===== src/rtl/dataflow_mc.sv =====
// dataflow_mc: single-clock multi-cycle RV32I datapath with an internal phase sequencer.
// The PC, instruction register and register file are enables driven by a four-phase FSM.
// Every fetch and data access uses a mem_req/mem_ready handshake, so memory may insert
// wait states. An external combinational decoder reads insn_out and EQ/LS/LU and drives
// the control inputs.
//
// Ports
//   clk, reset_n          single rising-edge clock, asynchronous active-low reset
//   mem_req/we/addr/wdata memory request (held until mem_ready), store data is raw rs2
//   mem_rdata, mem_ready  read data and request completion
//   insn_out              instruction register, to the decoder
//   rs1, rs2, rd, imm,
//   func, sub_sra,
//   alu_sel_a/b,
//   pc_alu_sel,
//   pc_next_sel, rd_sel,
//   rd_we, is_load,
//   is_store, mem_size    decoded controls
//   EQ, LS, LU            ALU operand compares: equal, signed less, unsigned less
//   retire                one-cycle pulse in write-back
//   dbg_raddr/dbg_rdata   combinational debug register read
//
// state   | meaning
// --------+-------------------------------------------------------------
// S_FETCH | request instruction at pc, wait for mem_ready, load insn
// S_EXEC  | one cycle for the decoder and ALU to settle
// S_MEM   | load/store at alu_val, wait for mem_ready, capture mdr on load
// S_WB    | update pc and rd, pulse retire
module dataflow_mc #(
   parameter int               XLEN     = 32,
   parameter int               NREGS    = 32,
   parameter logic [XLEN-1:0]  RESET_PC = '0,
   parameter int               PC_STEP  = 4,
   localparam int              RW       = $clog2(NREGS)
) (
   input  logic            clk,
   input  logic            reset_n,
   output logic            mem_req,
   output logic            mem_we,
   output logic [XLEN-1:0] mem_addr,
   output logic [XLEN-1:0] mem_wdata,
   input  logic [XLEN-1:0] mem_rdata,
   input  logic            mem_ready,
   output logic [XLEN-1:0] insn_out,
   input  logic [RW-1:0]   rs1,
   input  logic [RW-1:0]   rs2,
   input  logic [RW-1:0]   rd,
   input  logic [XLEN-1:0] imm,
   input  logic [2:0]      func,
   input  logic            sub_sra,
   input  logic            alu_sel_a,
   input  logic            alu_sel_b,
   input  logic            pc_alu_sel,
   input  logic            pc_next_sel,
   input  logic [1:0]      rd_sel,
   input  logic            rd_we,
   input  logic            is_load,
   input  logic            is_store,
   input  logic [2:0]      mem_size,
   output logic            EQ,
   output logic            LS,
   output logic            LU,
   output logic            retire,
   input  logic [RW-1:0]   dbg_raddr,
   output logic [XLEN-1:0] dbg_rdata
);

   localparam int              SW         = $clog2(XLEN);
   localparam logic [XLEN-1:0] PC_STEP_X  = XLEN'(PC_STEP);

   typedef enum logic [1:0] {S_FETCH, S_EXEC, S_MEM, S_WB} state_t;

   state_t            state;
   logic [XLEN-1:0]   pc;
   logic [XLEN-1:0]   insn;
   logic [XLEN-1:0]   mdr;
   logic [1:0]        byte_off;
   logic [XLEN-1:0]   regs [NREGS];

   logic [XLEN-1:0]   rs1_val, rs2_val, alu_a, alu_b, alu_val;
   logic signed [XLEN-1:0] sra_val;
   logic [SW-1:0]     shamt;
   logic [XLEN-1:0]   pc_inc, pc_next, mem_ext, rd_val;
   logic [15:0]       lane;

   assign rs1_val = (rs1 == '0) ? '0 : regs[rs1];
   assign rs2_val = (rs2 == '0) ? '0 : regs[rs2];
   assign alu_a   = alu_sel_a ? pc  : rs1_val;
   assign alu_b   = alu_sel_b ? imm : rs2_val;
   assign shamt   = alu_b[SW-1:0];
   assign sra_val = $signed(alu_a) >>> shamt;

   assign EQ = (alu_a == alu_b);
   assign LS = ($signed(alu_a) < $signed(alu_b));
   assign LU = (alu_a < alu_b);

   always_comb begin
      alu_val = '0;
      case (func)
         3'b000:  alu_val = sub_sra ? (alu_a - alu_b) : (alu_a + alu_b);
         3'b001:  alu_val = alu_a << shamt;
         3'b010:  alu_val = {{(XLEN-1){1'b0}}, LS};
         3'b011:  alu_val = {{(XLEN-1){1'b0}}, LU};
         3'b100:  alu_val = alu_a ^ alu_b;
         3'b101:  alu_val = sub_sra ? sra_val : (alu_a >> shamt);
         3'b110:  alu_val = alu_a | alu_b;
         default: alu_val = alu_a & alu_b;
      endcase
   end

   assign pc_inc  = pc + (pc_alu_sel ? imm : PC_STEP_X);
   assign pc_next = pc_next_sel ? {alu_val[XLEN-1:1], 1'b0} : pc_inc;

   // Halfword lane starting at the latched byte offset; at offset 3 the upper byte is zero.
   assign lane = 16'(mdr >> {byte_off, 3'b000});

   always_comb begin
      mem_ext = mdr;
      case (mem_size)
         3'b000:  mem_ext = {{(XLEN-8){lane[7]}}, lane[7:0]};
         3'b001:  mem_ext = {{(XLEN-16){lane[15]}}, lane};
         3'b100:  mem_ext = {{(XLEN-8){1'b0}}, lane[7:0]};
         3'b101:  mem_ext = {{(XLEN-16){1'b0}}, lane};
         default: mem_ext = mdr;
      endcase
   end

   always_comb begin
      rd_val = '0;
      case (rd_sel)
         2'b00:   rd_val = mem_ext;
         2'b01:   rd_val = imm;
         2'b10:   rd_val = alu_val;
         default: rd_val = pc_inc;
      endcase
   end

   always_ff @(posedge clk or negedge reset_n) begin
      if (!reset_n) begin
         state    <= S_FETCH;
         pc       <= RESET_PC;
         insn     <= '0;
         mdr      <= '0;
         byte_off <= '0;
         for (int i = 0; i < NREGS; i++) regs[i] <= '0;
      end else begin
         case (state)
            S_FETCH: begin
               if (mem_ready) begin
                  insn  <= mem_rdata;
                  state <= S_EXEC;
               end
            end
            S_EXEC: begin
               state <= (is_load | is_store) ? S_MEM : S_WB;
            end
            S_MEM: begin
               if (mem_ready) begin
                  // A store wins when both flags are set, so mdr is left alone.
                  if (is_load && !is_store) mdr <= mem_rdata;
                  byte_off <= alu_val[1:0];
                  state    <= S_WB;
               end
            end
            S_WB: begin
               pc <= pc_next;
               if (rd_we && (rd != '0)) regs[rd] <= rd_val;
               state <= S_FETCH;
            end
            default: state <= S_FETCH;
         endcase
      end
   end

   // Gated by reset_n so a mid-access reset drops the request immediately.
   assign mem_req   = reset_n & ((state == S_FETCH) | (state == S_MEM));
   assign mem_we    = reset_n & (state == S_MEM) & is_store;
   assign retire    = reset_n & (state == S_WB);
   assign mem_addr  = (state == S_MEM) ? alu_val : pc;
   assign mem_wdata = rs2_val;
   assign insn_out  = insn;
   assign dbg_rdata = (dbg_raddr == '0) ? '0 : regs[dbg_raddr];

endmodule


===== config.mk =====
export PLATFORM = sky130hd
export DESIGN_NAME = dataflow_mc
export DESIGN_NICKNAME = d
export VERILOG_FILES = /design/src/rtl/dataflow_mc.sv
export SDC_FILE = /design/constraint.sdc
export NUM_CORES = 2
export LEC_CHECK = 0
export CAP_MARGIN = 25
export CORE_ASPECT_RATIO = 0.6
export CORE_UTILIZATION = 50
export CTS_BUF_LIST = sky130_fd_sc_hd__clkbuf_8
export CTS_CLUSTER_SIZE = 28
export DETAILED_ROUTE_END_ITERATION = 10
export PLACE_DENSITY = 0.66
export SYNTH_ARGS = -nofsm -noshare
export SYNTH_HDL_FRONTEND = slang
export SYNTH_SLANG_ARGS = --single-unit

===== constraint.sdc =====
create_clock -name clk -period 15.85 [get_ports clk]
set_input_delay 4.755 -clock clk [delete_from_list [all_inputs] [get_ports clk]]
set_output_delay 4.755 -clock clk [all_outputs]
set_load 0.005 [all_outputs]

# After elaboration in Yosys (flattened, before gate mapping)
# Index checks and enable logic that the tools add are counted.
# W data, S select, Z words.
# word_totals
ff_bits	1124
latch_bits	0
mem_bits_rw	0
rom_bits	0
input_bits	103
out_inout_bits	134
wordCells	127
memories	0
# classes
add_sub_neg	3
n_mul	0
div	0
order_cmp	7
eq_ne	17
n_shift	4
muxes	29
bitwise_logic	13
n_reduce_logical	17
# op_table
op	n
$bwmux W1024	1
$mux W32	17
$bmux W32 S5	3
$pmux W32 S7	1
$demux W32 S5	1
$pmux W32 S4	1
$pmux W32 S3	1
$add A32 B32 Y32	2
$lt A32 B32 Y1	2
$and A32 B32 Y32	1
$eq A32 B32 Y1	1
$or A32 B32 Y32	1
$shl A32 B5 Y32	1
$shr A32 B5 Y16	1
$shr A32 B5 Y32	1
$sshr A32 B5 Y32	1
$sub A32 B32 Y32	1
$xor A32 B32 Y32	1
$ge A6 B6 Y1 const B	4
$not A5 Y6	4
$eq A3 B3 Y1 const B	5
$logic_not A5 Y1	3
$pmux W2 S4	1
$reduce_and A2 Y1	4
other kinds (16)	31

# Logic depth before layout (Yosys ltp)
# logic_depth
depth_word	11
depth_mapped	28
mapped_depth_nobuf	20

# Least setup slack after synthesis
# Ideal clock, no wire load.
# synth_path
path_type	in2out
from	input rs2[0]
to	output mem_addr[27]
arrival_time_ns	10.660
t_required_ns	11.095
path_slack_ns	0.435
path_stages	22
n_path_buf	5
path_cell_list	buf_2 > buf_2 > buf_1 > buf_1 > mux4_2 > mux4_2 > mux2i_1 > nor2_1 > mux2i_1 > ha_1 > clkbuf_1 > nor4bb_1 > nand2b_1 > a2111oi_0 > a211oi_1 > a2111oi_0 > o221ai_1 > o2bb2ai_1 > xor2_1 > nor2_1 > o32a_1 > mux2_2
# synth_via
elab_chain_cells	10
elab_cells_between_ends	19
classes_between	add/sub: 2; shift: 3; mux: 9; bitwise: 4; reduce/logical: 1
# synth_lines
element	line_no	rtl
start: declaration	46	input logic [RW-1:0] rs2,
$not A5 Y6 (not written as such)	87	assign rs2_val = (rs2 == '0) ? '0 : regs[rs2];
$bmux W32 S5	87	
$mux W32 (not written as such) (2 in a row)	87	
$mux W32 *	87	
via mem_wdata[13]	41	output logic [XLEN-1:0] mem_wdata,
$mux W32 *	89	assign alu_b = alu_sel_b ? imm : rs2_val;
$add A32 B32 Y32 / $sub A32 B32 Y32 (equally long branches)	100	3'b000: alu_val = sub_sra ? (alu_a - alu_b) : (alu_a + alu_b);
$mux W32 *	100	
$pmux W32 S7 *	99	case (func)
$mux W32 *	179	assign mem_addr = (state == S_MEM) ? alu_val : pc;
end: declaration	40	output logic [XLEN-1:0] mem_addr,
# Mark *: on every way through the listed nets, which the timed path passes. The rest lies on a longest branch. The select of a mux whose other input is x is not followed.

# Worst setup path after layout
# layout_path
from	input rs1[1]
to	output mem_addr[29]
# layout_via
elab_chain_cells	10
elab_cells_between_ends	19
classes_between	add/sub: 2; shift: 3; mux: 9; bitwise: 4; reduce/logical: 1
# layout_lines
element	line_no	rtl
start: declaration	45	input logic [RW-1:0] rs1,
$not A5 Y6 (not written as such)	86	assign rs1_val = (rs1 == '0) ? '0 : regs[rs1];
$bmux W32 S5	86	
$mux W32 (not written as such) (2 in a row)	86	
$mux W32 *	86	
$mux W32 *	88	assign alu_a = alu_sel_a ? pc : rs1_val;
$add A32 B32 Y32, or another cell as far along	100	
$mux W32, on equally long branches	100, 105	
$pmux W32 S7 *	99	
$mux W32 *	179	
# Every way passes the cells marked *; elsewhere a longest branch is shown, timed or not. The select of a mux whose other input is x is not followed.

==> metrics.txt <==
xor/xnor share of the synthesized area=0.00475; Yosys top cell by area=dfrtp_1; worst hold path depth=0; Max Clock Freq=about 63 MHz; Least-Margin Pin Slew=between 1000 and 1500 ps; worst path required time=11100 ps; cell with the most instances after synthesis=dfrtp_1; wire length of the first global-routing pass=580 mm; largest family of logic cells by synthesized area=multiplexers; critical path class=in -> out; Power, Total=~14000 µW; core box area=roughly 160000 µm²; Slew Limit Fails=0; Ys Warns=0; clk root buf=clkbuf_8; DR DRC count=4; WL final=423 mm; outcome=finished with violations; Syn-to-layout area delta=18.6%; Slowest-stage cell, CP=a211oi_2; vias per inst=7.35; count of buffers from port buffering=236; Min Clock Period, post-route=15910 ps; clk slew on worst S/H paths=around 70 ps; vias in the first global route=71400; clk sinks=roughly 1100; # rows=112; Pint=7710 µW; die area=160000 µm²; failing checks=design-rule violations, negative setup slack; CP Cell Sequence=buf_8 > buf_4 > or3_2 > buf_12 > buf_12 > o211ai_1 > a2111oi_2 > a211oi_2 > buf_4 > ha_1 > buf_12 > nand2b_1 > a21o_1 > a211oi_2 > a31oi_1 > o211ai_1 > a31oi_1 > buf_4 > o41ai_1 > or3_1 > a21oi_1 > or3_1 > a31o_2 > clkdlybuf4s50_1; final clock skew=roughly 80 ps; DR vias=76900; WL/cell=40.5 µm; htree depth=4; Synthesized Nets=about 8000; Static Leak=slightly above 0.04 µW; share of cells above drive strength 1=0.303; Die Y-Extent=311 µm; maximum VDD drop=0.000165 V; register area share after synthesis=0.355; Comb pwr share=0.460; Post-synth top cells=dfrtp_1 (1124), nand2_1 (1097), o21ai_0 (804), mux4_2 (783), clkbuf_1 (551); mean post-synth cell area=roughly 10 µm²; Async S/R FF share, synth=1.00; Starting DRT DRC Count=13900; Max-Slew Margin vs Limit=0.0677; PwrDens=about 140 nW/µm²; fin nets=~8400; reg2reg path depth=26; Finished Layout Cells=around 10000; Worst-Skew Late Latency=1000 ps; Mapped Cells=7593; simple-gate share of the synthesized area=0.108; Hold Path Class=reg -> reg; final hold vios=0; Post-Synth Adder-Cell Area=0.0232; Yosys cell types=91; Sw Pwr=5910 µW; Routed Antenna Nets=0; Tcrit/Tclk final=1.00; num ports=approximately 240; CTS hold repair buffers=0; largest net degree at the start of global routing=178; clk buf depth=4; CP endpoint kind=primary output; startpoint types=primary input; Clk pwr share=0.203; Post-synth EDFFs=0; Final setup viols=2; post-synthesis compound-gate area fraction=0.148; maxcap violations=0; Die Wd=between 500 and 600 µm; RSZ-0062 raised after global routing=yes; Pre-antenna DRT Iters=10; switch share=0.434; total CTS buffers=about 180; CTS tree=built; PnR worst setup slack=-62.9 ps; DP Wirelength=around 310 mm; critical path arrival=11160 ps; Post-Synthesis Cell Area=about 79000 µm²; WHS=425 ps; #FFs+latches synth=roughly 1100; global route overflow=0; Yosys top cell area share=0.355; placed instance count=10100; Starting Density=0.507; critical path's largest stage delay=620 ps; critical path peak fanout=15; post-synthesis mux area share=0.314; RePlAce Congestion=1.21; antenna violations before repair=39; ys flop type=dfrtp_1; share of power burned in registers=0.337; largest cells by area after synthesis=dfrtp_1 (35%), mux4_2 (22%), nand2_1 (5.2%), o21ai_0 (5.1%), mux2i_1 (4.1%); GRT Overall Usage=0.523
==> power by group through the flow <==
stage | sequential (µW) | clock, µW | combinational, µW
final | 4590 | 2770 | 6260
after detailed placement | 4550 | 0 | 5780
after CTS | 4510 | 2750 | 5830
after global routing | 4630 | 2870 | 6400
after floorplan | 4150 | 0 | 3200
after global placement | 4490 | 0 | 5710
==> cells in the final DEF (no fill, tap or decap), types with 88 or more instances in the layout <==
master / count
a21oi_1: 309
ha_1: 139
mux2_2: 278
nand2_1: 1066
nor2_1: 468
buf_4: 866
mux4_2: 783
inv_1: 186
o21ai_0: 786
dfrtp_1: 1124
nand3_1: 88
clkdlybuf4s50_1: 203
mux2i_1: 314
clkbuf_8: 230
==> registers in the layout, indices dropped and copies added, names as in the netlist <==
register  count
regs       1024
pc           32
state         2
insn_out     32
byte_off      2
mdr          32
==> routing by layer <==
metal	track usage	vias to the layer above	share of wire
met5	0.102	-	0.0071
met4	0.207	46	0.048
met3	0.380	1172	0.21
met2	0.589	7513	0.35
met1	0.725	38400	0.39
li1	-	29800	-
==> cell type report <==
| class | instances | area (µm²) |
|---|---|---|
| diodes | 25 | 62.6 |
| clock buffers | 230 | 3170 |
| clock inverters | 82 | 613 |
| fillers | 13000 | 62500 |
| inverters | 158 | 597 |
| multi-input cells | 5553 | 48200 |
| flip-flops and latches | 1124 | 28100 |
| well taps | 2109 | 2640 |
| repair buffers | 1183 | 10600 |
==> critical path, delay by kind of cell <==
kind,cells,cell delay [ps]
compound gates,11,3030
fa+ha+maj,1,180
buf+inv,8,1930
simple gates,4,1190
==> final timing paths <==
path                             from           end  slack (ps)
max                            rs1[1]  mem_addr[29]         -60
min                        regs[1018]    regs[1018]         420
max reg2reg                 regs[294]     regs[928]        8960
min reg2reg                regs[1018]    regs[1018]         420
max in group asynchronous     reset_n     regs[175]        8240
min in group asynchronous     reset_n     regs[453]        3670
==> per-stage QoR <==
stage                     area (µm²)  setup TNS, ps  setup WS [ps]  utilization
final                          94100          -66.3          -62.9        0.601
after global routing           94000           -136          -35.0        0.601
after CTS                      93500              0           17.4        0.597
after detailed placement       89400         -11140          -1050        0.571
after global placement         89400         -12930           -968        0.571
after floorplan                79300              0            435            -
==> logic make-up (layout without fill, tap and decap cells) <==
kind of cell	count (synthesis)	in the layout
other	0	25
and+or+nand+nor	2021	2021
xor gates and xnor gates	43	43
DFF	1124	1124
buffers and inverters	916	1653
muxes	1435	1435
AOI/OAI and AO/OA	1909	1909
adders and majority gates	145	145
==> repair_timing <==
action | CTS | global route
setup endpoints to repair | 25 | 22
gates resized for setup | 48 | 57
pin swaps | 4 | 12
setup buffers | 1 | 9
cloned | 3 | 2
Power figures use the tool's default switching activity.
